### config.mk
export PLATFORM = sky130hd
export DESIGN_NAME = apb_regfile_slave
export DESIGN_NICKNAME = d
export VERILOG_FILES = /design/src/rtl/apb_regfile_slave.sv
export SDC_FILE = /design/constraint.sdc
export NUM_CORES = 1
export LEC_CHECK = 0
export BUFFER_PORTS_ARGS = -buffer_cell sky130_fd_sc_hd__buf_2
export CORE_ASPECT_RATIO = 0.5
export CORE_MARGIN = 5
export CORE_UTILIZATION = 30
export DETAILED_ROUTE_END_ITERATION = 10
export MAX_ROUTING_LAYER = met4
export SYNTH_ARGS = -nofsm -noshare
export SYNTH_HDL_FRONTEND = slang
export SYNTH_SLANG_ARGS = --single-unit
### constraint.sdc
create_clock -name pclk -period 4.2 [get_ports pclk]
set_clock_uncertainty 0.2 [all_clocks]
set_input_delay 0.63 -clock pclk [delete_from_list [all_inputs] [get_ports pclk]]
set_output_delay 0.63 -clock pclk [all_outputs]
set_load 0.03 [all_outputs]
### src/rtl/apb_regfile_slave.sv
// APB slave with NUM_REGS word registers: programmable wait states, byte strobes,
// PSLVERR on bad decode, and a read-only ID register at the last index.
module apb_regfile_slave #(
  parameter int               ADDR_W   = 16,
  parameter int               DATA_W   = 32,
  parameter int               NUM_REGS = 16,
  parameter int               WAIT_W   = 3,
  parameter logic [DATA_W-1:0] ID_VALUE = 32'hA9B0_0001
) (
  input  logic                pclk,
  input  logic                presetn,
  input  logic                psel,
  input  logic                penable,
  input  logic                pwrite,
  input  logic [ADDR_W-1:0]   paddr,
  input  logic [DATA_W-1:0]   pwdata,
  input  logic [DATA_W/8-1:0] pstrb,
  input  logic [WAIT_W-1:0]   wait_cfg,
  output logic                pready,
  output logic [DATA_W-1:0]   prdata,
  output logic                pslverr
);

  localparam int IW = ADDR_W - 2;
  localparam int NB = DATA_W / 8;
  localparam logic [IW-1:0] LAST_IDX = IW'(NUM_REGS - 1);

  localparam logic [1:0] ST_IDLE = 2'd0;
  localparam logic [1:0] ST_WAIT = 2'd1;
  localparam logic [1:0] ST_RESP = 2'd2;

  logic [1:0]        r_state;
  logic [WAIT_W-1:0] r_cnt;
  logic [ADDR_W-1:0] r_addr;
  logic              r_write;
  logic [DATA_W-1:0] r_wdata;
  logic [NB-1:0]     r_strb;
  logic              r_pready;
  logic              r_pslverr;
  logic [DATA_W-1:0] r_prdata;
  logic [DATA_W-1:0] r_regs [NUM_REGS-1];

  logic              w_setup;
  logic [ADDR_W-1:0] w_addr;
  logic              w_wr;
  logic [IW-1:0]     w_idx;
  logic              w_err;
  logic [DATA_W-1:0] w_rd;

  // A lone penable in IDLE is accepted as a setup so a confused master cannot wedge us.
  // Decode looks at the live bus on setup edges so zero-wait responses are ready in
  // the first access cycle; otherwise it uses the latched transfer.
  always_comb begin
    w_setup = psel && (!penable || r_state == ST_IDLE);
    w_addr  = w_setup ? paddr  : r_addr;
    w_wr    = w_setup ? pwrite : r_write;
    w_idx   = w_addr[ADDR_W-1:2];
    w_err   = (w_addr[1:0] != 2'b00) || (w_idx > LAST_IDX) ||
              (w_wr && w_idx == LAST_IDX);
    w_rd    = '0;
    for (int i = 0; i < NUM_REGS - 1; i++)
      if (w_idx == IW'(i)) w_rd = r_regs[i];
    if (w_idx == LAST_IDX) w_rd = ID_VALUE;
  end

  always_ff @(posedge pclk or negedge presetn) begin
    if (!presetn) begin
      r_state   <= ST_IDLE;
      r_cnt     <= '0;
      r_addr    <= '0;
      r_write   <= 1'b0;
      r_wdata   <= '0;
      r_strb    <= '0;
      r_pready  <= 1'b0;
      r_pslverr <= 1'b0;
      r_prdata  <= '0;
      for (int i = 0; i < NUM_REGS - 1; i++) r_regs[i] <= '0;
    end else if (w_setup) begin
      r_addr  <= paddr;
      r_write <= pwrite;
      r_wdata <= pwdata;
      r_strb  <= pstrb;
      r_cnt   <= wait_cfg;
      if (wait_cfg == '0) begin
        r_state   <= ST_RESP;
        r_pready  <= 1'b1;
        r_pslverr <= w_err;
        r_prdata  <= (!w_wr && !w_err) ? w_rd : '0;
      end else begin
        r_state   <= ST_WAIT;
        r_pready  <= 1'b0;
        r_pslverr <= 1'b0;
        r_prdata  <= '0;
      end
    end else begin
      case (r_state)
        ST_IDLE: ;
        ST_WAIT: begin
          if (!psel) begin
            r_state <= ST_IDLE;
          end else if (r_cnt <= WAIT_W'(1)) begin
            r_state   <= ST_RESP;
            r_pready  <= 1'b1;
            r_pslverr <= w_err;
            r_prdata  <= (!w_wr && !w_err) ? w_rd : '0;
          end else begin
            r_cnt <= r_cnt - 1'b1;
          end
        end
        ST_RESP: begin
          // psel low here is an abort: outputs drop and nothing is written.
          if (psel && r_write && !w_err) begin
            for (int i = 0; i < NUM_REGS - 1; i++)
              if (w_idx == IW'(i))
                for (int b = 0; b < NB; b++)
                  if (r_strb[b]) r_regs[i][8*b +: 8] <= r_wdata[8*b +: 8];
          end
          r_state   <= ST_IDLE;
          r_pready  <= 1'b0;
          r_pslverr <= 1'b0;
          r_prdata  <= '0;
        end
        default: r_state <= ST_IDLE;
      endcase
    end
  end

  assign pready  = r_pready;
  assign pslverr = r_pslverr;
  assign prdata  = r_prdata;

endmodule

==> results of run 1 <==
-- worst max-delay path, delay by kind of cell, from the launching register on --
kind | cells | cell delay [ns]
AND/OR/NAND/NOR | 2 | 0.64
buffers and inverters | 2 | 0.50
AO/OA/AOI/OAI | 6 | 2.02
flip-flops | 1 | 0.45
-- sequential cells by signal, indices dropped and copies added (netlist names), 2 cells and up --
signal,flops
prdata,32
r_addr,16
r_cnt,3
r_regs,480
r_state,2
r_strb,4
r_wdata,32
-- what timing repair did --
item / in CTS / in global routing
endpoints found under the setup margin: 0 / 2
gates resized for setup: 0 / 2
hold buffers: 34 / 0
hold endpoints to repair: 36 / 0
-- metal layers --
layer	vias up	track usage
met5	-	-
met4	0	0.0585
met3	148	0.0343
met2	726	0.298
met1	10100	0.259
li1	8225	-
-- through the flow --
step           worst slack, ns  hold WS (ns)  setup TNS (ns)
2_1_floorplan            0.944         0.134               0
3_3_place_gp          -0.00534         0.258        -0.00534
3_5_place_dp          -0.00945         0.268         -0.0178
4_1_cts                 0.0689      0.000984               0
5_1_grt                  0.140        0.0160               0
6_report                 0.269        0.0267               0
-- cells in the mapped netlist, drive strengths merged (6+ instances only) --
| master | instances | area [µm²] |
|---|---|---|
| and3 | 7 | 43.8 |
| o22a | 8 | 70.1 |
| nand4 | 21 | 131 |
| a211oi | 10 | 85.1 |
| dfrtp | 572 | 14300 |
| nand3 | 37 | 185 |
| a2111oi | 9 | 78.8 |
| o21ai | 58 | 294 |
| buf | 39 | 231 |
| o22ai | 14 | 87.6 |
| nand2 | 230 | 863 |
| mux2 | 484 | 5450 |
| a21o | 6 | 45.0 |
| a211o | 7 | 70.1 |
| clkbuf | 88 | 332 |
| a22oi | 70 | 536 |
| a22o | 19 | 166 |
| nor4 | 9 | 56.3 |
| a221oi | 23 | 201 |
| nand2b | 9 | 56.3 |
| o211ai | 12 | 95.1 |
| a222oi | 27 | 270 |
| a31oi | 7 | 43.8 |
| nor2 | 139 | 857 |
| o31ai | 11 | 82.6 |
| o221ai | 21 | 184 |
| a21oi | 59 | 295 |
| a221o | 20 | 200 |
| nor3 | 25 | 125 |
| inv | 16 | 60.1 |
-- logic make-up (layout without fill, tap and decap cells) --
family          count (synthesis)  count (layout)  share of synthesized area
other cells                     0               2                          0
mux                           489             489                      0.212
fa+ha+maj                       1               1                   0.000482
xor+xnor                        1               1                   0.000337
flops                         572             572                      0.551
buf+inv                       143             375                     0.0240
compound gates                407             407                      0.117
simple gates                  499             499                     0.0952
-- power by group through the flow --
stage          registers (W)  clock network [W]  logic, W
5_1_grt              0.00591            0.00559  0.000697
4_1_cts              0.00589            0.00535  0.000636
6_report             0.00590            0.00527  0.000636
3_3_place_gp         0.00599                  0  0.000607
2_1_floorplan        0.00578                  0  0.000338
3_5_place_dp         0.00599                  0  0.000610
-- cell type report --
cell class                      instances  area (µm²)  share of cell area
Inverter                               16        60.1             0.00195
Tap cell                             1170        1460              0.0475
Multi-Input combinational cell       1397       11100               0.360
Antenna cell                            2        5.00            0.000162
Clock buffer                           83        1650              0.0537
Sequential cell                       572       14300               0.465
Clock inverter                         24         262             0.00849
Timing Repair Buffer                  252        1970              0.0638
-- how the worst min path moves through the flow --
| stage | endpoint | slack (ns) | from | cells after the start |
|---|---|---|---|---|
| after floorplan | prdata[0] | 0.13 | presetn | 0 |
| after global placement | r_addr[13] | 0.26 | r_addr[13] | 2 |
| after detailed placement | r_addr[7] | 0.27 | r_addr[7] | 2 |
| after CTS | r_addr[7] | 0.001 | paddr[7] | 3 |
| after global routing | r_wdata[9] | 0.02 | pwdata[9] | 3 |
| final | r_addr[6] | 0.03 | paddr[6] | 3 |
==> impl_metrics.toml, run 1 <==
[placed_design]
placed_area_um2 = 28500
portBuffers = 93
dpl.hpwl_mm = 60.1
gp_congestion = 0.890
place_inst = 3373

[clock_tree]
cts_tree = "done"
cts_setup_buffers = 0
cts_root_buffer = "clkbuf_16"
ctsHtreeMaxLevel = 2
clkTransAtPathRegs_ns = 0.06
cts_num_sinks = 572
insertion_delay_ns = 0.63
numCtsBuffers = 57
clockBufferDepth = 3

[yosys]
async_flop_share = 1.00
ys_ff_latch = 572
netlist_area_um2 = 26000
ys_warn_count = 0
synth_nets = 2173
yosysSeqAreaShare = 0.551
syn_area_per_cell_um2 = 12.3
ys.flop_type = "dfrtp_1"
synth_edf_count = 0
syn_inst = 2112
netlist-cell-type-count = 73

[routing]
ant_nets = 0
route.detailed.drc = 0
dr_wl_met3_mm = 6.31
post_drt_via_cell_ratio = 5.45
drt_first_iter_violations = 2044
firstDrtPassIters = 6
highest_layer = "met4"
met1_length_mm = 38.6
vias = 19200
wirelength_mm = 87.9
post_drt_wl_per_cell_um = 25.0
met2_length_mm = 40.2

[worst_setup_path]
crit_arrival_ns = 4.22
rrSetupSlack_ns = 0.27
ff2ff_path_depth = 10
cp_common_cell = "buf_4"
crit_fanout = 15
slowest_delay_ns = 0.57
end_kind = "flip-flop"
cp-start-kind = "flip-flop"
required_ns = 4.49
critPathKind = "reg -> reg"
cp_cell_sequence = "o21ai_2 > buf_4 > a21o_1 > nand2_2 > and3_1 > buf_4 > a2111oi_0 > o21ai_1 > a221oi_1 > o31ai_1"
endpoint = "prdata[18]"
worstSetupStartpoint = "r_state[1]"
reg2reg_to = "prdata[18]"
rr_startpoint = "r_state[1]"
critPathSlowestCell = "a221oi_1"

[power]
power.internal_w = 0.00882
total_power_w = 0.0118
p_sw_frac = 0.253
peakVddDrop_mv = 0.266
p_leak_nw = 14.5
seqPwrFrac = 0.500
cellPowerDensity_nw_per_um2 = 383
clkPwrFrac = 0.446
power.switching_w = 0.00298
p_comb_frac = 0.054

[global_routing]
overflow = 0
grt_first_pass_wirelength_mm = 132
grt_max_degree = 115
antenna_found_initial = 3
grtUsageTotal = 0.193
grt_pass1_vias = 19400

[sta]
period_minus_slack_ns = 3.93
rsz0062_at_grt = "no"
hold_viol = 0
fmax_mhz = 254
setup_viol = 0
drv_slew = 0
period_share = 0.936
relSlewSlack = 0.280
worst_pin_slew_ns = 1.08

[floorplanning]
die_y_um = 218
std_cell_rows = 76
design.die.area_um2 = 92900
core_um2 = 86000
io_pins = 94
fp.dieW_um = 426
start_util = 0.302

[cells_and_area]
stdcell_area_um2 = 30800
layout_commonest_cell = "dfrtp_1"
drive_above_1_share = 0.351
fin_cells = 3516
final_cell_mix = "572 x dfrtp_1, 432 x mux2_2, 228 x nand2_1, 108 x buf_4, 92 x buf_2"
utilization = 0.358
fill_cells = 8421
syn_to_final_growth_pct = 18.6
layout.nets = 2357

[flow_run]
cap_violations = 0

[min_path]
hp-class = "in -> reg"

[status]
status = "finished, final reports clean"
Power figures use the tool's default switching activity.
==> run 2: changes to the inputs <==
==> constraint.sdc (replaced) <==
create_clock -name pclk -period 3.25 [get_ports pclk]
set_clock_uncertainty 0.2 [all_clocks]
set_input_delay 0.4875 -clock pclk [delete_from_list [all_inputs] [get_ports pclk]]
set_output_delay 0.4875 -clock pclk [all_outputs]
set_load 0.03 [all_outputs]
==> impl_metrics.toml, run 2 (same netlist as run 1, synthesis figures left out) <==
[status]
status = "finished, final reports clean"

[clock_tree]
clockBufferDepth = 3
insertion_delay_ns = 0.62
cts_num_sinks = 572
ctsHtreeMaxLevel = 2
cts_tree = "done"
clkTransAtPathRegs_ns = 0.06
numCtsBuffers = 57
cts_root_buffer = "clkbuf_16"

[cells_and_area]
fill_cells = 8215
n_antenna_cell = 0
stdcell_area_um2 = 33500
regMostFlops = "r_regs"
drive_above_1_share = 0.403
layout.nets = 2561
fin_cells = 3718
largest_register_ffs = 480
syn_to_final_growth_pct = 29.0
layout_commonest_cell = "dfrtp_1"
final_cell_mix = "570 x dfrtp_1, 432 x mux2_2, 229 x nand2_1, 224 x buf_4, 92 x buf_2"

[routing]
post_drt_via_cell_ratio = 5.36
firstDrtPassIters = 6
ant_nets = 0
drt_first_iter_violations = 1871
post_drt_wl_per_cell_um = 24.0
wirelength_mm = 89.1
vias = 19900
route.detailed.drc = 0

[placed_design]
dpl.hpwl_mm = 62.8
gp_congestion = 0.887
placed_area_um2 = 30600
portBuffers = 93
place_ws_ns = -0.474
place_inst = 3538

[floorplanning]
fp.dieW_um = 426
io_pins = 94
die_y_um = 218
std_cell_rows = 76
start_util = 0.302
core_um2 = 86000
design.die.area_um2 = 92900

[min_path]
min_delay_path_depth = 3
min-delay-start = "paddr[4]"
whs_endpoint = "r_addr[4]"
hp-class = "in -> reg"

[worst_setup_path]
crit_fanout = 7
reg2reg_to = "prdata[7]"
critPathKind = "reg -> reg"
rrSetupSlack_ns = 0.02
crit_arrival_ns = 3.54
rr_startpoint = "r_state[1]"
cp-start-kind = "flip-flop"
end_kind = "flip-flop"
ff2ff_path_depth = 11
required_ns = 3.55

[sta]
fmax_mhz = 309
setup_ws_ns = 0.0161
drv_slew = 0
worst_pin_slew_ns = 0.783
setup_viol = 0
hold_viol = 0
period_minus_slack_ns = 3.23
period_share = 0.995
relSlewSlack = 0.478
holdWs_ns = 0.0526

[global_routing]
overflow = 0
grtUsageTotal = 0.195
antenna_found_initial = 0
grt_first_pass_wirelength_mm = 134
grt_pass1_vias = 20600
grt_max_degree = 75

[flow_run]
cap_violations = 0

[power]
cellPowerDensity_nw_per_um2 = 476
p_leak_nw = 15.9
peakVddDrop_mv = 0.308
-- run 2: metal layers --
| metal | share of wire | track usage |
|---|---|---|
| met1 | 0.43 | 0.258 |
| met2 | 0.46 | 0.301 |
| met3 | 0.075 | 0.0387 |
| met4 | 0.037 | 0.0691 |
| met5 | 0 | - |
-- run 2: repair_timing --
item                                    4_1_cts  5_1_grt
endpoints found under the setup margin       26      115
hold buffers                                 54        0
buffers inserted                              6       13
pin swaps                                     9       11
gates cloned                                  0        1
endpoints found under the hold margin       109        0
resized for setup                             5       16
-- run 2: how the worst max path moves through the flow --
stage | start | to | slack (ns)
final | r_state[1] | prdata[7] | 0.02
after floorplan | psel | r_regs[50] | 0.14
after detailed placement | paddr[6] | prdata[9] | -0.47
after CTS | r_state[0] | prdata[7] | 0.002
after global placement | paddr[6] | prdata[9] | -0.54
after global routing | paddr[13] | prdata[20] | -0.02
-- run 2: power breakdown --
group          leakage (nW)  internal, W  switching, W
clock network          1.06      0.00448       0.00290
logic                  6.96     0.000350      0.000605
registers              7.89      0.00723      0.000383
-- run 2: layout make-up --
cell class,instances,area (µm²),share of cell area
multi-input cells,1398,11200,0.334
inverters,16,60.1,0.00179
flip-flops and latches,572,14300,0.427
repair buffers,455,4360,0.130
well taps,1170,1460,0.0437
clock buffers,85,1770,0.0529
clock inverters,22,357,0.0106
-- run 2: critical path: stages (launching register included) --
cell and delay, ns:
dfrtp_2 0.45, o21a_4 0.26, buf_4 0.16, o21ai_0 0.21, buf_4 0.18, nand2_1 0.13, a222oi_1 0.53, a21oi_1 0.17
a2111oi_2 0.38, buf_4 0.17, a21oi_1 0.05, a211o_1 0.24
-- run 2: through the flow --
stage / power, W / utilization / setup TNS, ns
floorplan: 0.00791 / - / 0
global placement: 0.00860 / 0.356 / -15.87
detailed placement: 0.00861 / 0.356 / -24.57
CTS: 0.0160 / 0.388 / 0
global route: 0.0164 / 0.390 / -0.0272
finish: 0.0159 / 0.390 / 0
